File: src/rtl/pipeline_hazard_ctrl_pkg.sv
// pipeline_hazard_ctrl_pkg: forwarding-select and controller-state encodings shared by the hazard block
package pipeline_hazard_ctrl_pkg;
  localparam logic [1:0] FWD_REG   = 2'b00;
  localparam logic [1:0] FWD_MEMWB = 2'b01;
  localparam logic [1:0] FWD_EXMEM = 2'b10;
  localparam logic [1:0] HZ_RUN    = 2'd0;
  localparam logic [1:0] HZ_DRAIN  = 2'd1;
  localparam logic [1:0] HZ_HALTED = 2'd2;
endpackage

File: src/rtl/pipeline_hazard_ctrl_forwarding_unit.sv
// pipeline_hazard_ctrl_forwarding_unit: EX operand bypass selects, EX/MEM beats MEM/WB, x0 never forwarded
module pipeline_hazard_ctrl_forwarding_unit
  import pipeline_hazard_ctrl_pkg::*;
(
  input  logic       ex_mem_valid,
  input  logic       ex_mem_reg_write,
  input  logic       ex_mem_mem_read,
  input  logic [4:0] ex_mem_rd_addr,
  input  logic       mem_wb_valid,
  input  logic       mem_wb_reg_write,
  input  logic [4:0] mem_wb_rd_addr,
  input  logic [4:0] rs1_addr,
  input  logic [4:0] rs2_addr,
  output logic [1:0] forward_a,
  output logic [1:0] forward_b
);
  logic ex_ok, wb_ok;
  // a load in EX/MEM has no data yet, so it cannot be bypassed from that stage
  assign ex_ok = ex_mem_valid & ex_mem_reg_write & ~ex_mem_mem_read & |ex_mem_rd_addr;
  assign wb_ok = mem_wb_valid & mem_wb_reg_write & |mem_wb_rd_addr;
  assign forward_a = (ex_ok && ex_mem_rd_addr == rs1_addr) ? FWD_EXMEM :
                     (wb_ok && mem_wb_rd_addr == rs1_addr) ? FWD_MEMWB : FWD_REG;
  assign forward_b = (ex_ok && ex_mem_rd_addr == rs2_addr) ? FWD_EXMEM :
                     (wb_ok && mem_wb_rd_addr == rs2_addr) ? FWD_MEMWB : FWD_REG;
endmodule

File: src/rtl/pipeline_hazard_ctrl.sv
// pipeline_hazard_ctrl: stall/flush/redirect, halt-drain-resume sequencing and perf counters for the 5-stage pipe
module pipeline_hazard_ctrl
  import pipeline_hazard_ctrl_pkg::*;
#(
  parameter int DRAIN_CYCLES = 2,
  parameter int CNT_W        = 32
) (
  input  logic             clk,
  input  logic             reset,
  input  logic             id_valid,
  input  logic [4:0]       id_rs1_addr,
  input  logic [4:0]       id_rs2_addr,
  input  logic             id_uses_rs1,
  input  logic             id_uses_rs2,
  input  logic             id_ex_valid,
  input  logic [4:0]       id_ex_rs1_addr,
  input  logic [4:0]       id_ex_rs2_addr,
  input  logic [4:0]       id_ex_rd_addr,
  input  logic             id_ex_mem_read,
  input  logic [31:0]      ex_pc,
  input  logic             ex_mem_valid,
  input  logic [4:0]       ex_mem_rd_addr,
  input  logic             ex_mem_reg_write,
  input  logic             ex_mem_mem_read,
  input  logic             mem_wb_valid,
  input  logic [4:0]       mem_wb_rd_addr,
  input  logic             mem_wb_reg_write,
  input  logic             branch_taken,
  input  logic [31:0]      branch_target,
  input  logic             halt_req,
  input  logic             dmem_busy,
  input  logic             resume,
  output logic             stall_if,
  output logic             stall_id,
  output logic             bubble_ex,
  output logic             stall_ex,
  output logic             flush,
  output logic             pc_src,
  output logic [31:0]      new_pc,
  output logic [1:0]       forward_a,
  output logic [1:0]       forward_b,
  output logic             halted,
  output logic [CNT_W-1:0] stall_count,
  output logic [CNT_W-1:0] flush_count
);
  localparam logic [31:0] DRAIN_INIT = 32'(DRAIN_CYCLES);
  logic [1:0]  state;
  logic [31:0] halt_pc, drain_cnt;
  logic        run, drn, hlt, load_use;
  assign run = state == HZ_RUN;
  assign drn = state == HZ_DRAIN;
  assign hlt = !run && !drn;
  assign load_use = id_valid & id_ex_valid & id_ex_mem_read & |id_ex_rd_addr &
                    ((id_uses_rs1 & id_ex_rd_addr == id_rs1_addr) | (id_uses_rs2 & id_ex_rd_addr == id_rs2_addr));
  pipeline_hazard_ctrl_forwarding_unit u_fwd (
    .ex_mem_valid     (ex_mem_valid),
    .ex_mem_reg_write (ex_mem_reg_write),
    .ex_mem_mem_read  (ex_mem_mem_read),
    .ex_mem_rd_addr   (ex_mem_rd_addr),
    .mem_wb_valid     (mem_wb_valid),
    .mem_wb_reg_write (mem_wb_reg_write),
    .mem_wb_rd_addr   (mem_wb_rd_addr),
    .rs1_addr         (id_ex_rs1_addr),
    .rs2_addr         (id_ex_rs2_addr),
    .forward_a        (forward_a),
    .forward_b        (forward_b)
  );
  always_comb begin
    stall_if  = 1'b0;
    stall_id  = 1'b0;
    bubble_ex = 1'b0;
    stall_ex  = 1'b0;
    flush     = 1'b0;
    pc_src    = 1'b0;
    halted    = 1'b0;
    new_pc    = !reset ? 32'd0 : hlt ? halt_pc + 32'd4 : branch_target;
    if (reset) begin
      if (run) begin
        if (dmem_busy) {stall_if, stall_id, stall_ex} = 3'b111;
        else if (halt_req) flush = 1'b1;
        else if (branch_taken) {pc_src, flush} = 2'b11;
        else if (load_use) {stall_if, stall_id, bubble_ex} = 3'b111;
      end else if (drn) begin
        {stall_if, stall_id} = 2'b11;
        stall_ex = dmem_busy;
      end else begin
        // the resume cycle releases the front end so the redirect is taken
        {stall_if, stall_id, halted} = {3{~resume}};
        {pc_src, flush} = {2{resume}};
      end
    end
  end
  always_ff @(posedge clk) begin
    if (!reset) begin
      state       <= HZ_RUN;
      halt_pc     <= '0;
      drain_cnt   <= '0;
      stall_count <= '0;
      flush_count <= '0;
    end else begin
      if (stall_if && !(&stall_count)) stall_count <= stall_count + 1'b1;
      if (flush && !(&flush_count)) flush_count <= flush_count + 1'b1;
      if (run && !dmem_busy && halt_req) begin
        state     <= HZ_DRAIN;
        halt_pc   <= ex_pc;
        drain_cnt <= DRAIN_INIT;
      end else if (drn && !dmem_busy) begin
        drain_cnt <= drain_cnt == 32'd0 ? 32'd0 : drain_cnt - 32'd1;
        state     <= drain_cnt <= 32'd1 ? HZ_HALTED : HZ_DRAIN;
      end else if (hlt && resume) begin
        state <= HZ_RUN;
      end
    end
  end
endmodule

File: config.mk
export PLATFORM = sky130hd
export DESIGN_NAME = pipeline_hazard_ctrl
export DESIGN_NICKNAME = d
export VERILOG_FILES = /design/src/rtl/pipeline_hazard_ctrl_pkg.sv /design/src/rtl/pipeline_hazard_ctrl_forwarding_unit.sv /design/src/rtl/pipeline_hazard_ctrl.sv
export SDC_FILE = /design/constraint.sdc
export NUM_CORES = 1
export LEC_CHECK = 0
export CAP_MARGIN = 10
export CORE_MARGIN = 3
export CORE_UTILIZATION = 45
export CTS_CLUSTER_DIAMETER = 60
export DETAILED_ROUTE_END_ITERATION = 16
export PLACE_DENSITY = 0.88
export SLEW_MARGIN = 20
export SYNTH_ARGS = -nofsm -noshare
export SYNTH_HDL_FRONTEND = slang
export SYNTH_HIERARCHICAL = 1
export SYNTH_SLANG_ARGS = --single-unit
File: constraint.sdc
create_clock -name clk -period 3.21 [get_ports clk]
set_input_delay 0.642 -clock clk [delete_from_list [all_inputs] [get_ports clk]]
set_output_delay 0.642 -clock clk [all_outputs]
set_load 0.05 [all_outputs]
== Yosys cells after proc, flatten, opt, wreduce, memory -nomap -nowiden ==
Index checks and enable logic that the tools add are counted.

* Add/sub/neg operators: 4
* Order comparisons: 1
* Eq/ne operators: 7
* Muxes and demuxes: 40
* Bitwise logic cells: 15
* Reduce and logical (&&, ||, !) cells: 27

{| class="wikitable"
|+ Operator list
! kind !! count
|-
| two-way mux 32 bit || 3
|-
| adder 32 x 1 -> 32 bit, second input constant || 2
|-
| AND reduction 32 bit || 2
|-
| adder 32 x 3 -> 32 bit, second input constant || 1
|-
| <= comparator 32 x 1 -> 1 bit, second input constant || 1
|-
| zero test 32 bit || 1
|-
| subtractor 32 x 1 -> 32 bit, second input constant || 1
|-
| == test 5 bit || 6
|-
| two-way mux 1 bit || 30
|-
| OR reduction 5 bit || 3
|-
| two-way mux 2 bit || 7
|-
| AND 1 bit || 11
|-
| logical AND 1 bit || 11
|-
| zero test 1 bit || 5
|-
| nonzero test 2 bit || 2
|-
| NOT 1 bit || 3
|-
| nonzero test 3 bit || 1
|-
| == test 2 x 1 -> 1 bit, second input constant || 1
|-
| zero test 2 bit || 1
|-
| OR reduction 2 bit || 1
|-
| OR 1 bit || 1
|}

* Bits in registers: 130
* Output and inout bits: 107
* Logic and storage cells: 101

== Logic depth before layout (Yosys ltp) ==
* Word-level depth: 11
* Depth in mapped cells: 9

== Cells and area by module ==
Netlist, hierarchy kept.

{| class="wikitable"
|+ By module, submodules not included
! module !! instances !! cells each !! area an instance (µm²)
|-
| pipeline_hazard_ctrl || 1 || 876 || 6859.1
|-
| pipeline_hazard_ctrl_forwarding_unit || 1 || 35 || 277.8
|}

== Least setup slack after synthesis ==
Ideal clock, no wire load.

* Path kind: input-to-output
* Start point: in ex_mem_mem_read
* End point: out forward_b[0]
* Arrival: 3.048 ns
* Required time: 2.568 ns
* Setup slack: -0.480 ns
* Stages: 4
* Buffers on the path: 0
* Cell sequence: and3b_1 -> o21ai_2 -> nor4_1 -> nor3_2

* Longest elaborated chain between the ends: 5

{| class="wikitable"
|+ Ends and longest elaborated chain
! what !! line !! source
|-
| from (decl) || pipeline_hazard_ctrl.sv:24 || <nowiki>input logic ex_mem_mem_read,</nowiki>
|-
| NOT 1 bit || pipeline_hazard_ctrl_forwarding_unit.sv:19 || <nowiki>assign ex_ok = ex_mem_valid & ex_mem_reg_write & ~ex_mem_mem_read & |ex_mem_rd_addr;</nowiki>
|-
| AND 1 bit (2 in series) || pipeline_hazard_ctrl_forwarding_unit.sv:19 ||
|-
| logical AND 1 bit || pipeline_hazard_ctrl_forwarding_unit.sv:23 || <nowiki>assign forward_b = (ex_ok && ex_mem_rd_addr == rs2_addr) ? FWD_EXMEM :</nowiki>
|-
| two-way mux 2 bit || pipeline_hazard_ctrl_forwarding_unit.sv:23 ||
|-
| to (decl) || pipeline_hazard_ctrl.sv:41 || <nowiki>output logic [1:0] forward_b,</nowiki>
|}

Every way passes these cells.

== Worst setup path after layout ==
* Start point: reg halt_pc[14]
* End point: out new_pc[29]

* Longest elaborated chain between the ends: 3

{| class="wikitable"
|+ Ends and longest elaborated chain
! what !! line !! source
|-
| from (decl) || pipeline_hazard_ctrl.sv:48 || <nowiki>logic [31:0] halt_pc, drain_cnt;</nowiki>
|-
| from (signal assigned) || pipeline_hazard_ctrl.sv:105 || <nowiki>halt_pc <= ex_pc;</nowiki>
|-
| adder 32 x 3 -> 32 bit || pipeline_hazard_ctrl.sv:76 || <nowiki>new_pc = !reset ? 32'd0 : hlt ? halt_pc + 32'd4 : branch_target;</nowiki>
|-
| two-way mux 32 bit (2 in series) || pipeline_hazard_ctrl.sv:76 ||
|-
| to (decl) || pipeline_hazard_ctrl.sv:39 || <nowiki>output logic [31:0] new_pc,</nowiki>
|}

Every way passes these cells.

==> results.yml <==
status:
  outcome: "finished clean"
routing:
  post_drt_wl_per_cell_um: 16.2
  drt_iter0_markers: 521
  wl_um: 22000
  vias: 7540
  postRouteAntennaNets: 0
  drc: 0
  first_pass_iters: 7
  viasPerCell: 5.54
sta:
  min_period_ns: 3.11
  fmax_mhz: 321
  fin_setup_tns_ns: 0
  worst_slew_pin_slew_ns: 0.792
  drv_slew: 0
  rsz0062_at_grt: "no"
  hold_viol: 0
  hold_slack_ns: 0.457
  finClkSkew_ns: 0.00625
  finalCritPeriodShare_pct: 97.0
  finalSetupViolCount: 0
  slew_headroom_pct: 46.7
logic_synthesis:
  ys_seq_elements: 130
  synth_edf_count: 0
  ys_types: 56
  synth_area_um2: 7140
  muxShareOfSynthArea_pct: 2.95
  synth_top_area_share_pct: 36.5
  yosysWarningCount: 6
  ys_async_sr_fraction_pct: 0
  synth_area_leader_cell: "dfxtp_1"
  synthFlopType: "dfxtp_1"
  synth_cells: 911
  synth_top_family_by_area: "simple AND/OR/NAND/NOR gates"
  ys_seq_area_share_pct: 36.5
  synth-adder-area-share_pct: 1.05
  syn_nets: 1032
  synth_compound_area_share_pct: 11.6
  yosys-top-cells-area: "dfxtp_1 36%, xnor2_1 8.2%, nand2_1 7.0%"
  yosys.area_share.simple_pct: 31.5
  synth-xor-area-share_pct: 13.1
  synth_area_per_cell_um2: 7.83
power:
  p_comb_share_pct: 18.9
  p_sw_mw: 1.21
  seqPwrFrac_pct: 37.7
  power_density_nw_per_um2: 423
  clockPowerShare_pct: 43.4
  p_int_mw: 3.34
  ir_drop_v: 0.000383
  p_sw_share_pct: 26.6
  power.leakage_nw: 3.69
critical_path:
  critPathSlowestCell: "or3_4"
  crit_fanout: 4
  crit_required_ns: 2.57
  max_stage_delay_ns: 0.46
  crit_path_start_kind: "register"
  crit_chain: "and3_1, nand3_1, or3_4, nor2_1, xnor2_1, a21oi_1, buf_12"
  arrival_ns: 2.47
  rr_worst_depth: 7
  critPathCaptureType: "output pin"
  critPathKind: "register to output pin"
placement:
  dpl-instance-area_um2: 10100
  io_buffers: 221
  dp_cells: 1329
  gp_congestion: 0.892
  dp_hpwl_um: 16100
die:
  start_util_pct: 46.4
  dieArea_um2: 17400
  coreArea_um2: 15400
  die_h_um: 132
  die_w_um: 132
  io_pins: 222
  rows: 45
worst_hold_path:
  min_path_type: "register to register"
  hold_depth: 2
clock_network:
  cts_tree: "yes"
  cts_buffers: 17
  cts.sinks: 130
  htreeDepth: 4
  clk_latency_ns: 0.42
  cts_root_buf: "clkbuf_16"
  clock_path_buffers: 2
  clk_pin_slew_ns: 0.05
grt:
  antenna_found_initial: 0
  grt_max_degree: 63
  grt_pass1_wl_um: 36300
  grt_pass1_vias: 7335
  grt.met1_usage_pct: 29.8
  grt.busiest_layer: "met2"
  grt.total_usage_pct: 25.2
  grt_util_met2_pct: 44.7
  overflow: 0
  met3_usage_pct: 6.49
layout:
  final_util_pct: 70.0
  layout.cells.non_filler: 1362
  nets: 1259
  diodes: 0
  postLayoutCellArea_um2: 10800
  syn2layout_area_growth_pct: 50.8
  layout-drive-gt1-share_pct: 12.0
  fill_cells: 1135
job:
  drv_cap: 0
==> power by group through the flow <==
stage               registers [mW]  clock network, mW  logic [mW]
finish                        1.72               1.97       0.861
global route                  1.72               2.07       0.921
CTS                           1.71               1.99       0.860
detailed placement            1.75                  0       0.851
global placement              1.74                  0       0.837
floorplan                     1.75                  0       0.442
==> registers in the layout (all words and copies together), names as in the netlist <==
| name | cells |
|---|---|
| state | 2 |
| stall_count | 32 |
| drain_cnt | 32 |
| halt_pc | 32 |
| flush_count | 32 |
==> timing repair <==
| action | 4_1_cts | 5_1_grt |
|---|---|---|
| buffers inserted | 0 | 1 |
| hold buffers | 0 | 0 |
| gates resized for setup | 4 | 12 |
| endpoints found under the setup margin | 7 | 18 |
| pin swaps | 2 | 7 |
==> final timing paths <==
check | startpoint | to | slack [ns]
max | halt_pc[14] | new_pc[29] | 0.1
min reg2reg | drain_cnt[3] | drain_cnt[3] | 0.46
min | drain_cnt[3] | drain_cnt[3] | 0.46
max reg2reg | stall_count[0] | stall_count[24] | 0.67
==> cells in the final DEF, fill, tap and decap left out, types with 18 or more instances in the layout <==
cell,netlist,layout
dfxtp_1,130,124
clkdlybuf4s50_1,0,175
buf_12,0,42
nand4_1,31,31
nor4_1,22,22
nor2_1,103,103
nand2_1,134,134
nand3_1,38,38
nor3_1,33,31
or4_1,18,18
a21oi_1,66,65
buf_4,1,30
mux2i_1,21,21
xor2_1,40,40
o21ai_0,22,22
xnor2_1,67,67
==> cells in the mapped netlist (18+ instances only) <==
cell type / n
nand3_1: 38
xnor2_1: 67
o21ai_0: 22
nor3_1: 33
dfxtp_1: 130
nand4_1: 31
clkbuf_1: 32
mux2i_1: 21
a21oi_1: 66
nand2_1: 134
nor2_1: 103
nor4_1: 22
xor2_1: 40
or4_1: 18
==> worst max-delay path, delay by kind of cell (launching register included) <==
family                 cells  cell delay [ns]
AO/OA/AOI/OAI              1             0.30
buffers and inverters      1             0.18
flip-flops                 1             0.40
AND/OR/NAND/NOR            4             1.08
XOR/XNOR                   1             0.09
==> cells by family after synthesis <==
| family | after synthesis |
|---|---|
| fa+ha+maj | 6 |
| xor+xnor | 107 |
| simple gates | 449 |
| flops | 130 |
| mux | 21 |
| buf+inv | 60 |
| compound gates | 138 |
==> routing by layer <==
metal / up-vias / wire length [µm]
met5: - / 0
met4: 0 / 409
met3: 37 / 1480
met2: 261 / 11100
met1: 3565 / 9030
li1: 3677 / -
==> cell type report <==
class	count	area (µm²)	area share (%)
clock buffers	24	512	4.76
well taps	211	264	2.45
multi-input cells	721	4360	40.5
clock inverters	8	98.8	0.919
flip-flops and latches	130	2610	24.3
inverters	18	68.8	0.640
repair buffers	250	2850	26.5
==> per-stage QoR <==
| stage | setup slack (ns) | power (mW) |
|---|---|---|
| detailed placement | 0.0371 | 2.60 |
| global placement | 0.0547 | 2.58 |
| floorplan | -0.480 | 2.19 |
| CTS | 0.00342 | 4.56 |
| finish | 0.0962 | 4.55 |
| global route | 0.0215 | 4.71 |
(Power assumes the default switching activity.)
